===== config.mk =====
export PLATFORM = sky130hd
export DESIGN_NAME = fetch_queue_stage
export DESIGN_NICKNAME = d
export VERILOG_FILES = /design/src/rtl/fetch_queue_stage.sv
export SDC_FILE = /design/constraint.sdc
export NUM_CORES = 1
export LEC_CHECK = 0
export ABC_AREA = 1
export BUFFER_PORTS_ARGS = -buffer_cell sky130_fd_sc_hd__buf_4
export CORE_MARGIN = 3
export CORE_UTILIZATION = 42
export CTS_BUF_LIST = sky130_fd_sc_hd__clkbuf_4
export DETAILED_ROUTE_END_ITERATION = 8
export PLACE_DENSITY = 0.6
export SLEW_MARGIN = 10
export SYNTH_ARGS = -nofsm -noshare
export SYNTH_HDL_FRONTEND = slang
export SYNTH_SLANG_ARGS = --single-unit

===== constraint.sdc =====
create_clock -name clk -period 7.05 [get_ports clk]
set_clock_uncertainty 0.1 [all_clocks]
set_input_delay 1.41 -clock clk [delete_from_list [all_inputs] [get_ports clk]]
set_output_delay 1.41 -clock clk [all_outputs]
set_load 0.02 [all_outputs]

===== src/rtl/fetch_queue_stage.sv =====
// fetch_queue_stage: instruction-fetch stage with an in-order response queue.
// Owns the fetch PC, issues one request per cycle while queue credit allows,
// buffers returned words with their PCs, and drives the IF/ID register.
// Optional build macro: FETCH_PERF_EN adds PerfFetched / PerfBubbles counters.

module fetch_queue_stage #(
    parameter logic [31:0] RESET_PC = 32'h0000_0000,
    parameter int unsigned DEPTH    = 2
) (
    input  logic        clk,
    input  logic        rst,
    input  logic        StallD,
    input  logic        PCSrcE,
    input  logic [31:0] PCTargetE,
    output logic        ImemReq,
    output logic [31:0] ImemAddr,
    input  logic        ImemRvalid,
    input  logic [31:0] ImemRdata,
`ifdef FETCH_PERF_EN
    output logic [31:0] PerfFetched,
    output logic [31:0] PerfBubbles,
`endif
    output logic        ValidD,
    output logic [31:0] InstrD,
    output logic [31:0] PCD,
    output logic [31:0] PCPlus4D
);

    localparam int unsigned PTR_W    = (DEPTH > 1) ? $clog2(DEPTH) : 1;
    localparam int unsigned CNT_W    = PTR_W + 1;
    localparam logic [31:0] NOP_INSN = 32'h0000_0013;

    // Fetch PC and outstanding-request tracking
    logic [31:0]      pcf_q, pcf_d;
    logic             inflight_q, inflight_d;
    logic [31:0]      inflight_pc_q, inflight_pc_d;

    // Response queue
    logic [31:0]      q_data_q [DEPTH];
    logic [31:0]      q_pc_q   [DEPTH];
    logic [PTR_W-1:0] wr_ptr_q, wr_ptr_d;
    logic [PTR_W-1:0] rd_ptr_q, rd_ptr_d;
    logic [CNT_W-1:0] count_q, count_d;

    // IF/ID register
    logic             valid_q, valid_d;
    logic [31:0]      instr_q, instr_d;
    logic [31:0]      pcd_q, pcd_d;
    logic [31:0]      pcp4_q, pcp4_d;

    // Control
    logic [CNT_W:0]   occ_s;
    logic             issue_s;
    logic             rsp_ok_s;
    logic             q_empty_s;
    logic             push_s;
    logic             pop_s;

    // The inflight flag acts as the epoch tag: a redirect or reset clears it,
    // so any response belonging to a squashed request is never accepted.
    assign rsp_ok_s  = ImemRvalid & inflight_q;
    assign q_empty_s = (count_q == {CNT_W{1'b0}});

    // Issue decision: occupancy plus outstanding request must leave room
    always_comb begin
        occ_s   = {1'b0, count_q} + {{CNT_W{1'b0}}, inflight_q};
        issue_s = 1'b0;
        if (rst) begin
            issue_s = 1'b0;
        end else if (PCSrcE) begin
            issue_s = 1'b0;
        end else if (occ_s < (CNT_W + 1)'(DEPTH)) begin
            issue_s = 1'b1;
        end else begin
            issue_s = 1'b0;
        end
    end

    // Next-state for PC, queue control and IF/ID register
    always_comb begin
        pcf_d         = pcf_q;
        inflight_d    = 1'b0;
        inflight_pc_d = inflight_pc_q;
        wr_ptr_d      = wr_ptr_q;
        rd_ptr_d      = rd_ptr_q;
        count_d       = count_q;
        push_s        = 1'b0;
        pop_s         = 1'b0;
        valid_d       = valid_q;
        instr_d       = instr_q;
        pcd_d         = pcd_q;
        pcp4_d        = pcp4_q;

        if (rst) begin
            // Registers take their reset values in the sequential blocks.
            inflight_d = 1'b0;
        end else if (PCSrcE) begin
            // Redirect: new PC, drop queued and in-flight work, inject a bubble.
            pcf_d      = PCTargetE;
            inflight_d = 1'b0;
            wr_ptr_d   = {PTR_W{1'b0}};
            rd_ptr_d   = {PTR_W{1'b0}};
            count_d    = {CNT_W{1'b0}};
            valid_d    = 1'b0;
            instr_d    = NOP_INSN;
        end else begin
            if (issue_s) begin
                pcf_d         = pcf_q + 32'd4;
                inflight_d    = 1'b1;
                inflight_pc_d = pcf_q;
            end else begin
                inflight_d    = 1'b0;
            end

            if (StallD) begin
                // IF/ID holds; a returning word still lands in the queue.
                push_s = rsp_ok_s;
            end else if (!q_empty_s) begin
                pop_s   = 1'b1;
                push_s  = rsp_ok_s;
                valid_d = 1'b1;
                instr_d = q_data_q[rd_ptr_q];
                pcd_d   = q_pc_q[rd_ptr_q];
                pcp4_d  = q_pc_q[rd_ptr_q] + 32'd4;
            end else if (rsp_ok_s) begin
                // Empty queue: forward the arriving word directly.
                valid_d = 1'b1;
                instr_d = ImemRdata;
                pcd_d   = inflight_pc_q;
                pcp4_d  = inflight_pc_q + 32'd4;
            end else begin
                valid_d = 1'b0;
                instr_d = NOP_INSN;
            end

            if (push_s) begin
                wr_ptr_d = wr_ptr_q + PTR_W'(1'b1);
            end else begin
                wr_ptr_d = wr_ptr_q;
            end

            if (pop_s) begin
                rd_ptr_d = rd_ptr_q + PTR_W'(1'b1);
            end else begin
                rd_ptr_d = rd_ptr_q;
            end

            case ({push_s, pop_s})
                2'b10:   count_d = count_q + CNT_W'(1'b1);
                2'b01:   count_d = count_q - CNT_W'(1'b1);
                default: count_d = count_q;
            endcase
        end
    end

    // Fetch PC, in-flight tracking and queue pointers
    always_ff @(posedge clk) begin
        if (rst) begin
            pcf_q         <= RESET_PC;
            inflight_q    <= 1'b0;
            inflight_pc_q <= 32'h0000_0000;
            wr_ptr_q      <= {PTR_W{1'b0}};
            rd_ptr_q      <= {PTR_W{1'b0}};
            count_q       <= {CNT_W{1'b0}};
        end else begin
            pcf_q         <= pcf_d;
            inflight_q    <= inflight_d;
            inflight_pc_q <= inflight_pc_d;
            wr_ptr_q      <= wr_ptr_d;
            rd_ptr_q      <= rd_ptr_d;
            count_q       <= count_d;
        end
    end

    // Queue storage: write {data, PC} at the tail on push
    always_ff @(posedge clk) begin
        if (rst) begin
            for (int i = 0; i < int'(DEPTH); i++) begin
                q_data_q[i] <= 32'h0000_0000;
                q_pc_q[i]   <= 32'h0000_0000;
            end
        end else if (push_s) begin
            q_data_q[wr_ptr_q] <= ImemRdata;
            q_pc_q[wr_ptr_q]   <= inflight_pc_q;
        end else begin
            q_data_q[wr_ptr_q] <= q_data_q[wr_ptr_q];
            q_pc_q[wr_ptr_q]   <= q_pc_q[wr_ptr_q];
        end
    end

    // IF/ID pipeline register
    always_ff @(posedge clk) begin
        if (rst) begin
            valid_q <= 1'b0;
            instr_q <= NOP_INSN;
            pcd_q   <= 32'h0000_0000;
            pcp4_q  <= 32'h0000_0004;
        end else begin
            valid_q <= valid_d;
            instr_q <= instr_d;
            pcd_q   <= pcd_d;
            pcp4_q  <= pcp4_d;
        end
    end

    assign ImemReq  = issue_s;
    assign ImemAddr = pcf_q;
    assign ValidD   = valid_q;
    assign InstrD   = instr_q;
    assign PCD      = pcd_q;
    assign PCPlus4D = pcp4_q;

`ifdef FETCH_PERF_EN
    logic [31:0] perf_fetched_q;
    logic [31:0] perf_bubbles_q;
    logic        bubble_load_s;

    // A bubble is loaded on redirect, or when unstalled with nothing to deliver.
    assign bubble_load_s = ~rst & (PCSrcE | (~StallD & q_empty_s & ~rsp_ok_s));

    // Performance counters, free-running modulo 2^32
    always_ff @(posedge clk) begin
        if (rst) begin
            perf_fetched_q <= 32'h0000_0000;
            perf_bubbles_q <= 32'h0000_0000;
        end else begin
            if (issue_s) begin
                perf_fetched_q <= perf_fetched_q + 32'd1;
            end else begin
                perf_fetched_q <= perf_fetched_q;
            end
            if (bubble_load_s) begin
                perf_bubbles_q <= perf_bubbles_q + 32'd1;
            end else begin
                perf_bubbles_q <= perf_bubbles_q;
            end
        end
    end

    assign PerfFetched = perf_fetched_q;
    assign PerfBubbles = perf_bubbles_q;
`endif

endmodule

==> results.sh, run 1 <==
export IMPL_htree_levels=3
export IMPL_async_reset_ff_frac=0
export IMPL_port_buffers=198
export IMPL_ys_ff_latch=293
export IMPL_path_max_fanout=70
export IMPL_p_switching_mw=0.990
export IMPL_avgSynthCellArea_um2=8.01
export IMPL_ctsResizeCount=0
export IMPL_ctsHoldBuffers=0
export IMPL_rows=65
export IMPL_grt_pass1_wl_um=62700
export IMPL_vias=12015
export IMPL_tns_ps=0
export IMPL_ant_nets=0
export IMPL_clkLatencyLatePin_ps=700
export IMPL_dieArea_mm2=0.0348
export IMPL_setup_viol_count_final=0
export IMPL_dpl_hpwl_um=25500
export IMPL_cp_end_kind="primary output"
export IMPL_syn_to_final_growth_pct=20.3
export IMPL_cts_buffers=82
export IMPL_grt_antenna_before_repair=1
export IMPL_hold_path_class="flip-flop to flip-flop"
export IMPL_finalWeightedCongestion=0.896
export IMPL_synth_area_mm2=0.0137
export IMPL_slew_viol_final=0
export IMPL_cellPowerDensity_mw_per_mm2=232
export IMPL_drt_wl_total_um=38900
export IMPL_clock_power_share=0.422
export IMPL_synth_nets=1783
export IMPL_path_clk_slew_ps=50
export IMPL_max_freq_ghz=0.207
export IMPL_clock_path_buffers=3
export IMPL_run_status="finished clean"
export IMPL_yosysSeqAreaShare=0.521
export IMPL_p_leak_nw=7.27
export IMPL_drc=0
export IMPL_crit_arrival_ps=3310
export IMPL_clock_sinks=293
export IMPL_pwr_share_seq=0.490
export IMPL_grt_max_degree=78
export IMPL_maxCapViolations=0
export IMPL_synthCells=1711
export IMPL_groute_usage_overall=0.221
export IMPL_post_cts_buffers=0
export IMPL_start_kind="input pin"
export IMPL_drt_iter0_drc=791
export IMPL_pin_count=199
export IMPL_cts_tree="done"
export IMPL_ir_worst_vdd_mv=0.113
export IMPL_globalRoute_totalOverflow=0
export IMPL_pre_cts_ws_ps=1860
export IMPL_finalWorstSetupSlack_ps=2230
export IMPL_core_area_mm2=0.0319
export IMPL_max_slew_margin=0.198
export IMPL_p_int_mw=2.84
export IMPL_p_comb_frac=0.088
export IMPL_avgRoutedWirePerCell_um=16.1
export IMPL_switching_share=0.259
export IMPL_post_route_period_util=0.684
export IMPL_viasPerCell=4.97
export IMPL_hold_violations=0
export IMPL_initial_core_util=0.430
export IMPL_totalPowerFinal_mw=3.83
export IMPL_synth_flop_cell="dfxtp_1"
export IMPL_die_height_um=187
export IMPL_worst_pin_slew_ps=1200
export IMPL_ys_warn_count=0
export IMPL_grt_pass1_vias=11686
export IMPL_synth_edf_count=128
export IMPL_final_core_util=0.517
export IMPL_path_class="input pin to primary output"
export IMPL_required_ps=5540
export IMPL_cts_root_buf="clkbuf_4"
export IMPL_die_x_um=187
export IMPL_post_route_min_period_ps=4820
export IMPL_rsz0062_at_grt="false"
export IMPL_num_nets_final=1986
export IMPL_synth_cell_types=48
export IMPL_firstDrtPassIters=5
export IMPL_drive_gt1_frac=0.217
==> power groups by stage <==
stage / Combinational (mW) / Sequential [mW] / Clock (mW)
2_1_floorplan: 0.178 / 1.93 / 0
3_3_place_gp: 0.335 / 1.91 / 0
3_5_place_dp: 0.339 / 1.91 / 0
6_report: 0.337 / 1.88 / 1.62
5_1_grt: 0.375 / 1.88 / 1.76
4_1_cts: 0.340 / 1.88 / 1.66
==> state kept, by name, indices dropped and copies added, names as in the netlist, 2 cells and up, named ones only <==
| register | flops |
|---|---|
| ImemAddr | 32 |
| InstrD | 32 |
| q_data_q | 64 |
| inflight_pc_q | 32 |
| q_pc_q | 64 |
| PCPlus4D | 30 |
| PCD | 32 |
| count_q | 2 |
==> stage by stage <==
stage          hold slack [ps]  cell area (µm²)  std cells
5_1_grt                    389            16500       2417
3_5_place_dp               360            15400       2265
6_report                   371            16500       2417
3_3_place_gp               328            15400       2265
4_1_cts                    377            16500       2416
2_1_floorplan              326            13700       1711
==> worst paths after layout <==
check,start,to,slack [ps],cells after the start
hold reg to reg,PCD[2],PCD[2],370,2
setup reg to reg,count_q[0],PCPlus4D[11],3440,11
setup / recovery,PCSrcE,ImemReq,2230,6
hold / removal,PCD[2],PCD[2],370,2
==> cells in the final DEF, fill, tap and decap left out, types with 3 or more instances in the layout <==
cell	netlist	routed
clkinv_2	0	3
buf_4	10	210
nor2_4	7	7
o21ai_1	7	7
o21ai_2	4	3
a31oi_1	15	15
nand2_2	31	34
xor2_1	17	17
o21a_1	4	4
nand4_1	8	8
o221ai_1	15	15
dfxtp_1	165	164
o21bai_1	4	4
nor3_1	19	19
nor2_2	14	14
o211ai_1	16	16
a21oi_1	91	91
clkbuf_4	0	126
xnor2_1	3	3
o21ai_0	95	95
a22oi_1	3	3
inv_1	152	151
clkinv_1	1	17
mux2i_1	15	15
edfxtp_1	128	128
inv_2	13	15
a211oi_1	4	4
nor2_1	258	258
nand3_1	46	44
nand3b_1	6	6
nand2_1	458	455
ha_1	3	3
==> Yosys cell counts, types with 14 or more instances <==
cell type / n / area, µm²
nor3_1: 19 / 95.1
o221ai_1: 15 / 131
a21oi_1: 91 / 455
xor2_1: 17 / 149
nand3_1: 46 / 230
inv_1: 152 / 571
buf_2: 33 / 165
nand2_2: 31 / 194
nand2_1: 458 / 1720
dfxtp_1: 165 / 3300
nor2_1: 258 / 968
clkbuf_1: 38 / 143
mux2i_1: 15 / 150
nor2_2: 14 / 87.6
a31oi_1: 15 / 93.8
o21ai_0: 95 / 475
o211ai_1: 16 / 120
edfxtp_1: 128 / 3840
==> routing by layer <==
layer	track usage	wire, µm
met5	0	0
met4	0.0718	745
met2	0.345	17800
met3	0.0455	2500
met1	0.308	17800
==> layout make-up <==
cell class,instances,area (µm²)
fill,3156,15400
sequential,293,7150
multi-input combinational,1160,5470
timing repair buffer,210,1580
clock buffer,126,946
inverter,167,634
tap,435,544
clock inverter,25,164
antenna,1,2.50
==> cell families (layout without fill, tap and decap cells) <==
| family | Yosys count | after routing | share of synthesized area |
|---|---|---|---|
| DFF | 293 | 293 | 0.521 |
| adders and majority gates | 3 | 3 | 0.00274 |
| buffers and inverters | 258 | 528 | 0.0813 |
| muxes | 15 | 15 | 0.0110 |
| AOI/OAI and AO/OA | 268 | 268 | 0.113 |
| and+or+nand+nor | 854 | 854 | 0.258 |
| other | 0 | 1 | 0 |
| xor gates and xnor gates | 20 | 20 | 0.0128 |
==> worst max-delay path: stages <==
cell and delay (ps):
buf_4 220, nor2_4 800, nand3_2 100, buf_4 370, inv_1 180, buf_4 160
(Power assumes the default switching activity.)
==> inputs of run 2 (changes only) <==
- PLACE_DENSITY: 0.6 -> 0.62
- clock period: 7.05 -> 4.1 ns (I/O delays scaled with it)
==> run 2 against run 1 <==
  * Sequential share of layout area barely moved
  * Sequential cell count is the same
  * Critical path type unchanged
  * Critical path depth shrank 1
  * Largest cell class unchanged
  * Via count rose by 1.2%
  * Core utilization about the same
  * Design area barely moved
==> results.sh, run 2 (synthesized netlist as in run 1, its figures left out) <==
export IMPL_required_ps=3180
export IMPL_grt_pass1_vias=12221
export IMPL_max_slew_margin=0.206
export IMPL_post_cts_buffers=0
export IMPL_cp_end_kind="primary output"
export IMPL_cpLargestDelayFamily="buffers and inverters"
export IMPL_dpl_hpwl_um=25800
export IMPL_grt_pass1_wl_um=63400
export IMPL_viasPerCell=5.03
export IMPL_clock_sinks=293
export IMPL_fillers=3194
export IMPL_ant_nets=0
export IMPL_cp_common_cell="buf_4"
export IMPL_clkLatencyLatePin_ps=680
export IMPL_firstDrtPassIters=6
export IMPL_port_buffers=198
export IMPL_mostFrequentLayoutCell="nand2_1"
export IMPL_die_x_um=187
export IMPL_p_leak_nw=7.26
export IMPL_post_route_min_period_ps=2850
export IMPL_maxCapViolations=0
export IMPL_path_max_fanout=51
export IMPL_path_buf_inv=3
export IMPL_path_clk_slew_ps=70
export IMPL_initial_core_util=0.430
export IMPL_num_nets_final=1990
export IMPL_cts_tree="done"
export IMPL_syn_to_final_growth_pct=20.2
export IMPL_drive_gt1_frac=0.215
export IMPL_dieArea_mm2=0.0348
export IMPL_placed_cells=2272
export IMPL_top_regs="q_data_q: 64 flops, q_pc_q: 64 flops"
export IMPL_post_route_period_util=0.694
export IMPL_cellPowerDensity_mw_per_mm2=389
export IMPL_die_height_um=187
export IMPL_path_class="input pin to primary output"
export IMPL_finalWeightedCongestion=0.867
export IMPL_drt_iter0_drc=734
export IMPL_grt_max_degree=78
export IMPL_slowest_delay_ps=550
export IMPL_pin_count=199
export IMPL_drt_wl_total_um=39000
export IMPL_ctsResizeCount=0
export IMPL_drc=0
export IMPL_r2r_slack_ps=1330
export IMPL_cts_root_buf="clkbuf_4"
export IMPL_grt_antenna_before_repair=3
export IMPL_cts_buffers=79
export IMPL_final_cell_mix="nand2_1 (455), nor2_1 (258), buf_4 (215), dfxtp_1 (164), inv_1 (151)"
export IMPL_crit_arrival_ps=1930
export IMPL_ir_worst_vdd_mv=0.181
export IMPL_globalRoute_totalOverflow=0
export IMPL_start_kind="input pin"
export IMPL_hold_violations=0
export IMPL_avgRoutedWirePerCell_um=16.1
export IMPL_vias=12160
export IMPL_groute_usage_overall=0.223
export IMPL_rows=65
export IMPL_run_status="finished clean"
export IMPL_crit_slowest_cell="buf_4"
export IMPL_setup_viol_count_final=0
export IMPL_clock_path_buffers=3
export IMPL_ctsHoldBuffers=0
export IMPL_totalPowerFinal_mw=6.41
export IMPL_tns_ps=0
export IMPL_slew_viol_final=0
export IMPL_htree_levels=3
export IMPL_core_area_mm2=0.0319
export IMPL_rsz0062_at_grt="false"
export IMPL_fin_cells=2418
export IMPL_worst_pin_slew_ps=1190
export IMPL_hold_path_class="input pin to flip-flop"
export IMPL_path_cells="buf_4 -> nor2_4 -> nand3_2 -> inv_1 -> buf_4"
export IMPL_max_freq_ghz=0.351
==> run 2: area by class of cell <==
type | instances | area, µm² | share of cell area
sequential | 293 | 7150 | 0.434
antenna | 1 | 2.50 | 0.000152
multi-input combinational | 1160 | 5470 | 0.332
timing repair buffer | 217 | 1650 | 0.100
inverter | 167 | 634 | 0.0385
clock buffer | 117 | 878 | 0.0533
clock inverter | 28 | 141 | 0.00858
tap | 435 | 544 | 0.0330
==> run 2: layer usage <==
layer / vias to the layer above / GRT usage / part of all wire
met5: - / 0 / 0.00079
met4: 4 / 0.0840 / 0.028
met3: 75 / 0.0472 / 0.070
met2: 418 / 0.363 / 0.46
met1: 5643 / 0.292 / 0.44
li1: 6020 / - / -
==> run 2: report_power, final <==
part | leakage, nW | switching (mW) | total, mW | internal [mW]
Sequential | 2.66 | 0.0827 | 3.23 | 3.15
Combinational | 3.99 | 0.376 | 0.576 | 0.200
Clock | 0.605 | 1.22 | 2.60 | 1.38
Total | 7.26 | 1.68 | 6.41 | 4.73
==> run 2: worst reg2reg max path: stages, from the launching register on <==
cell	delay, ps
dfxtp_2	700
buf_12	270
nand2_1	90
nand2_1	70
nand2_1	60
nand2_2	140
ha_1	240
nand3_1	120
nor2_1	260
nand3_1	230
nor2_1	190
a21o_1	140
nor2_1	40
==> run 2: final timing paths <==
| check | from | to | cells past startpoint |
|---|---|---|---|
| worst min-delay path | PCTargetE[1] | ImemAddr[1] | 3 |
| worst max-delay path | rst | ImemReq | 5 |
| worst max register to register | flip-flop | PCPlus4D[24] | 12 |
| worst min register to register | rd_ptr_q | flip-flop | 1 |
==> run 2: stage by stage <==
stage | utilization | hold slack [ps] | instance area (µm²) | setup slack [ps]
after global routing | 0.517 | 253 | 16500 | 1070
after detailed placement | 0.485 | 336 | 15500 | 1100
after floorplan | - | 326 | 13700 | 435
final | 0.517 | 268 | 16500 | 1250
after global placement | 0.485 | 325 | 15500 | 1140
after CTS | 0.517 | 213 | 16500 | 1260
==> inputs of run 3 (changes only) <==
- PLACE_DENSITY: 0.62 -> 0.6
- clock period: 4.1 -> 2.9 ns (I/O delays scaled with it)
==> run 3 against run 2 <==
  * Critical path depth shrank 1
  * Design area grew 1.6%
  * Worst hold slack lost 210 ps
  * Register-to-register slack lost 870 ps
  * Final cell count grew 0.58%
  * Combinational power grew 48%
  * Sequential share of layout area shrank 0.68 points
  * Core utilization grew 0.82 points
  * Routed wire length grew 0.77%
  * Global-route usage shrank 0.057 points
  * Total power grew 46%
  * Die area is the same
  * Critical endpoint unchanged
  * Highest routed layer unchanged
==> results.sh, run 3 (synthesized netlist as in run 1, its figures left out) <==
export IMPL_dpl_hpwl_um=26400
export IMPL_final_core_util=0.525
export IMPL_initial_core_util=0.430
export IMPL_cp_startpoint="count_q[1]"
export IMPL_num_nets_final=2008
export IMPL_p_comb_frac=0.091
export IMPL_rsz0062_at_grt="false"
export IMPL_clkLatencyLatePin_ps=680
export IMPL_clock_sinks=293
export IMPL_ir_worst_vdd_mv=0.288
export IMPL_drt_wl_total_um=39300
export IMPL_rows=65
export IMPL_core_area_mm2=0.0319
export IMPL_crit_arrival_ps=1870
export IMPL_multi_input_area_mm2=0.00547
export IMPL_required_ps=2220
export IMPL_p_int_mw=6.98
export IMPL_setup_viol_count_final=0
export IMPL_grt_antenna_before_repair=2
export IMPL_slowest_delay_ps=320
export IMPL_clock_power_share=0.421
export IMPL_start_kind="flip-flop"
export IMPL_r2r_slack_ps=460
export IMPL_finalWorstSetupSlack_ps=347
export IMPL_htree_levels=3
export IMPL_die_x_um=187
export IMPL_slew_viol_final=0
export IMPL_finalWeightedCongestion=0.952
export IMPL_path_class="flip-flop to primary output"
export IMPL_groute_usage_overall=0.222
export IMPL_placed_cells=2288
export IMPL_grt_pass1_vias=11819
export IMPL_mostFrequentLayoutCell="nand2_1"
export IMPL_crit_reg2reg_capture="PCPlus4D[16]"
export IMPL_seq_area_mm2=0.00715
export IMPL_cts_tree="done"
export IMPL_worstRegToRegCells=13
export IMPL_path_max_fanout=13
export IMPL_dieArea_mm2=0.0348
export IMPL_fin_cells=2432
export IMPL_final_cell_mix="nand2_1 (455), nor2_1 (258), buf_4 (226), dfxtp_1 (164), inv_1 (151)"
export IMPL_syn_to_final_growth_pct=22.1
export IMPL_cellPowerDensity_mw_per_mm2=558
export IMPL_top_regs="q_data_q: 64 flops, q_pc_q: 64 flops"
export IMPL_pwr_share_seq=0.487
export IMPL_vias=12141
export IMPL_firstDrtPassIters=5
export IMPL_grt_max_degree=66
export IMPL_cts_root_buf="clkbuf_4"
export IMPL_crit_slowest_cell="dfxtp_1"
export IMPL_drive_gt1_frac=0.224
export IMPL_postPlaceCellArea_mm2=0.0156
export IMPL_pre_cts_ws_ps=317
export IMPL_p_leak_nw=7.41
export IMPL_reg2reg_from="count_q[0]"
export IMPL_ant_nets=0
export IMPL_fin_area_mm2=0.0167
export IMPL_path_buf_inv=3
export IMPL_totalPowerFinal_mw=9.34
export IMPL_post_route_min_period_ps=2550
export IMPL_worstHoldEndpoint="ImemAddr[0]"
export IMPL_die_height_um=187
export IMPL_cp_end_kind="primary output"
export IMPL_hp_start="PCTargetE[0]"
export IMPL_switching_share=0.253
export IMPL_avgRoutedWirePerCell_um=16.2
export IMPL_port_buffers=198
export IMPL_path_clk_slew_ps=60
export IMPL_drt_iter0_drc=799
export IMPL_globalRoute_totalOverflow=0
export IMPL_maxCapViolations=0
export IMPL_worst_pin_slew_ps=692
export IMPL_hold_violations=0
export IMPL_hold_path_class="input pin to flip-flop"
export IMPL_grt_pass1_wl_um=62900
export IMPL_hold_slack_ps=58.3
export IMPL_fillers=3131
export IMPL_cts_buffers=80
export IMPL_viasPerCell=4.99
export IMPL_run_status="finished clean"
export IMPL_path_cells="inv_2 -> nand3_2 -> inv_1 -> buf_4"
export IMPL_pin_count=199
export IMPL_tns_ps=0
export IMPL_cpLargestDelayFamily="buffers and inverters"
export IMPL_post_route_period_util=0.880
export IMPL_clock_path_buffers=3
export IMPL_p_switching_mw=2.36
export IMPL_drc=0
export IMPL_max_slew_margin=0.538
export IMPL_min_path_cells=3
export IMPL_max_freq_ghz=0.392
==> run 3: changes by cell type in the layout (fill, tap and decap cells not counted), moves of 2 or more <==
| cell | before | now |
|---|---|---|
| buf_12 | 2 | 7 |
| inv_2 | 17 | 15 |
| bufinv_16 | 1 | 3 |
| clkinv_2 | 2 | 0 |
| clkinv_1 | 21 | 12 |
| clkbuf_4 | 117 | 126 |
| buf_4 | 215 | 226 |
==> run 3: worst max path at each step <==
stage | end | slack [ps] | depth (start not counted)
after CTS | ImemReq | 310 | 4
after global placement | PCPlus4D[30] | 360 | 10
after global routing | ImemReq | 210 | 4
after detailed placement | PCPlus4D[30] | 320 | 10
final | ImemReq | 350 | 4
after floorplan | q_data_q[0][0] | 100 | 8
==> run 3: worst min-delay path, cell delays in order <==
cell and delay, ps:
buf_4 90, nor2_1 40, nor2_1 80
==> run 3: power groups by stage <==
stage | logic, mW | registers, mW | clock network [mW]
6_report | 0.853 | 4.56 | 3.94
5_1_grt | 0.942 | 4.57 | 4.29
4_1_cts | 0.857 | 4.55 | 4.06
3_5_place_dp | 0.853 | 4.64 | 0
3_3_place_gp | 0.845 | 4.64 | 0
2_1_floorplan | 0.432 | 4.68 | 0
==> run 3: per-layer routing <==
metal / vias to the layer above / track usage / wire length (µm)
met5: - / 0 / 10
met4: 2 / 0.0736 / 943
met1: 5666 / 0.304 / 17900
met3: 78 / 0.0447 / 2390
met2: 368 / 0.354 / 18100
li1: 6027 / - / -
==> run 3: layout make-up <==
| class | instances | share of cell area |
|---|---|---|
| clock buffer | 126 | 0.0565 |
| sequential | 293 | 0.427 |
| multi-input combinational | 1160 | 0.327 |
| antenna | 1 | 0.000150 |
| clock inverter | 16 | 0.00852 |
| timing repair buffer | 234 | 0.110 |
| tap | 435 | 0.0325 |
| inverter | 167 | 0.0379 |
==> run 3: what timing repair did <==
item / CTS / global route
resized for setup: 0 / 0
setup buffers: 0 / 0
endpoints found under the hold margin: 1 / 0
hold buffers: 1 / 0
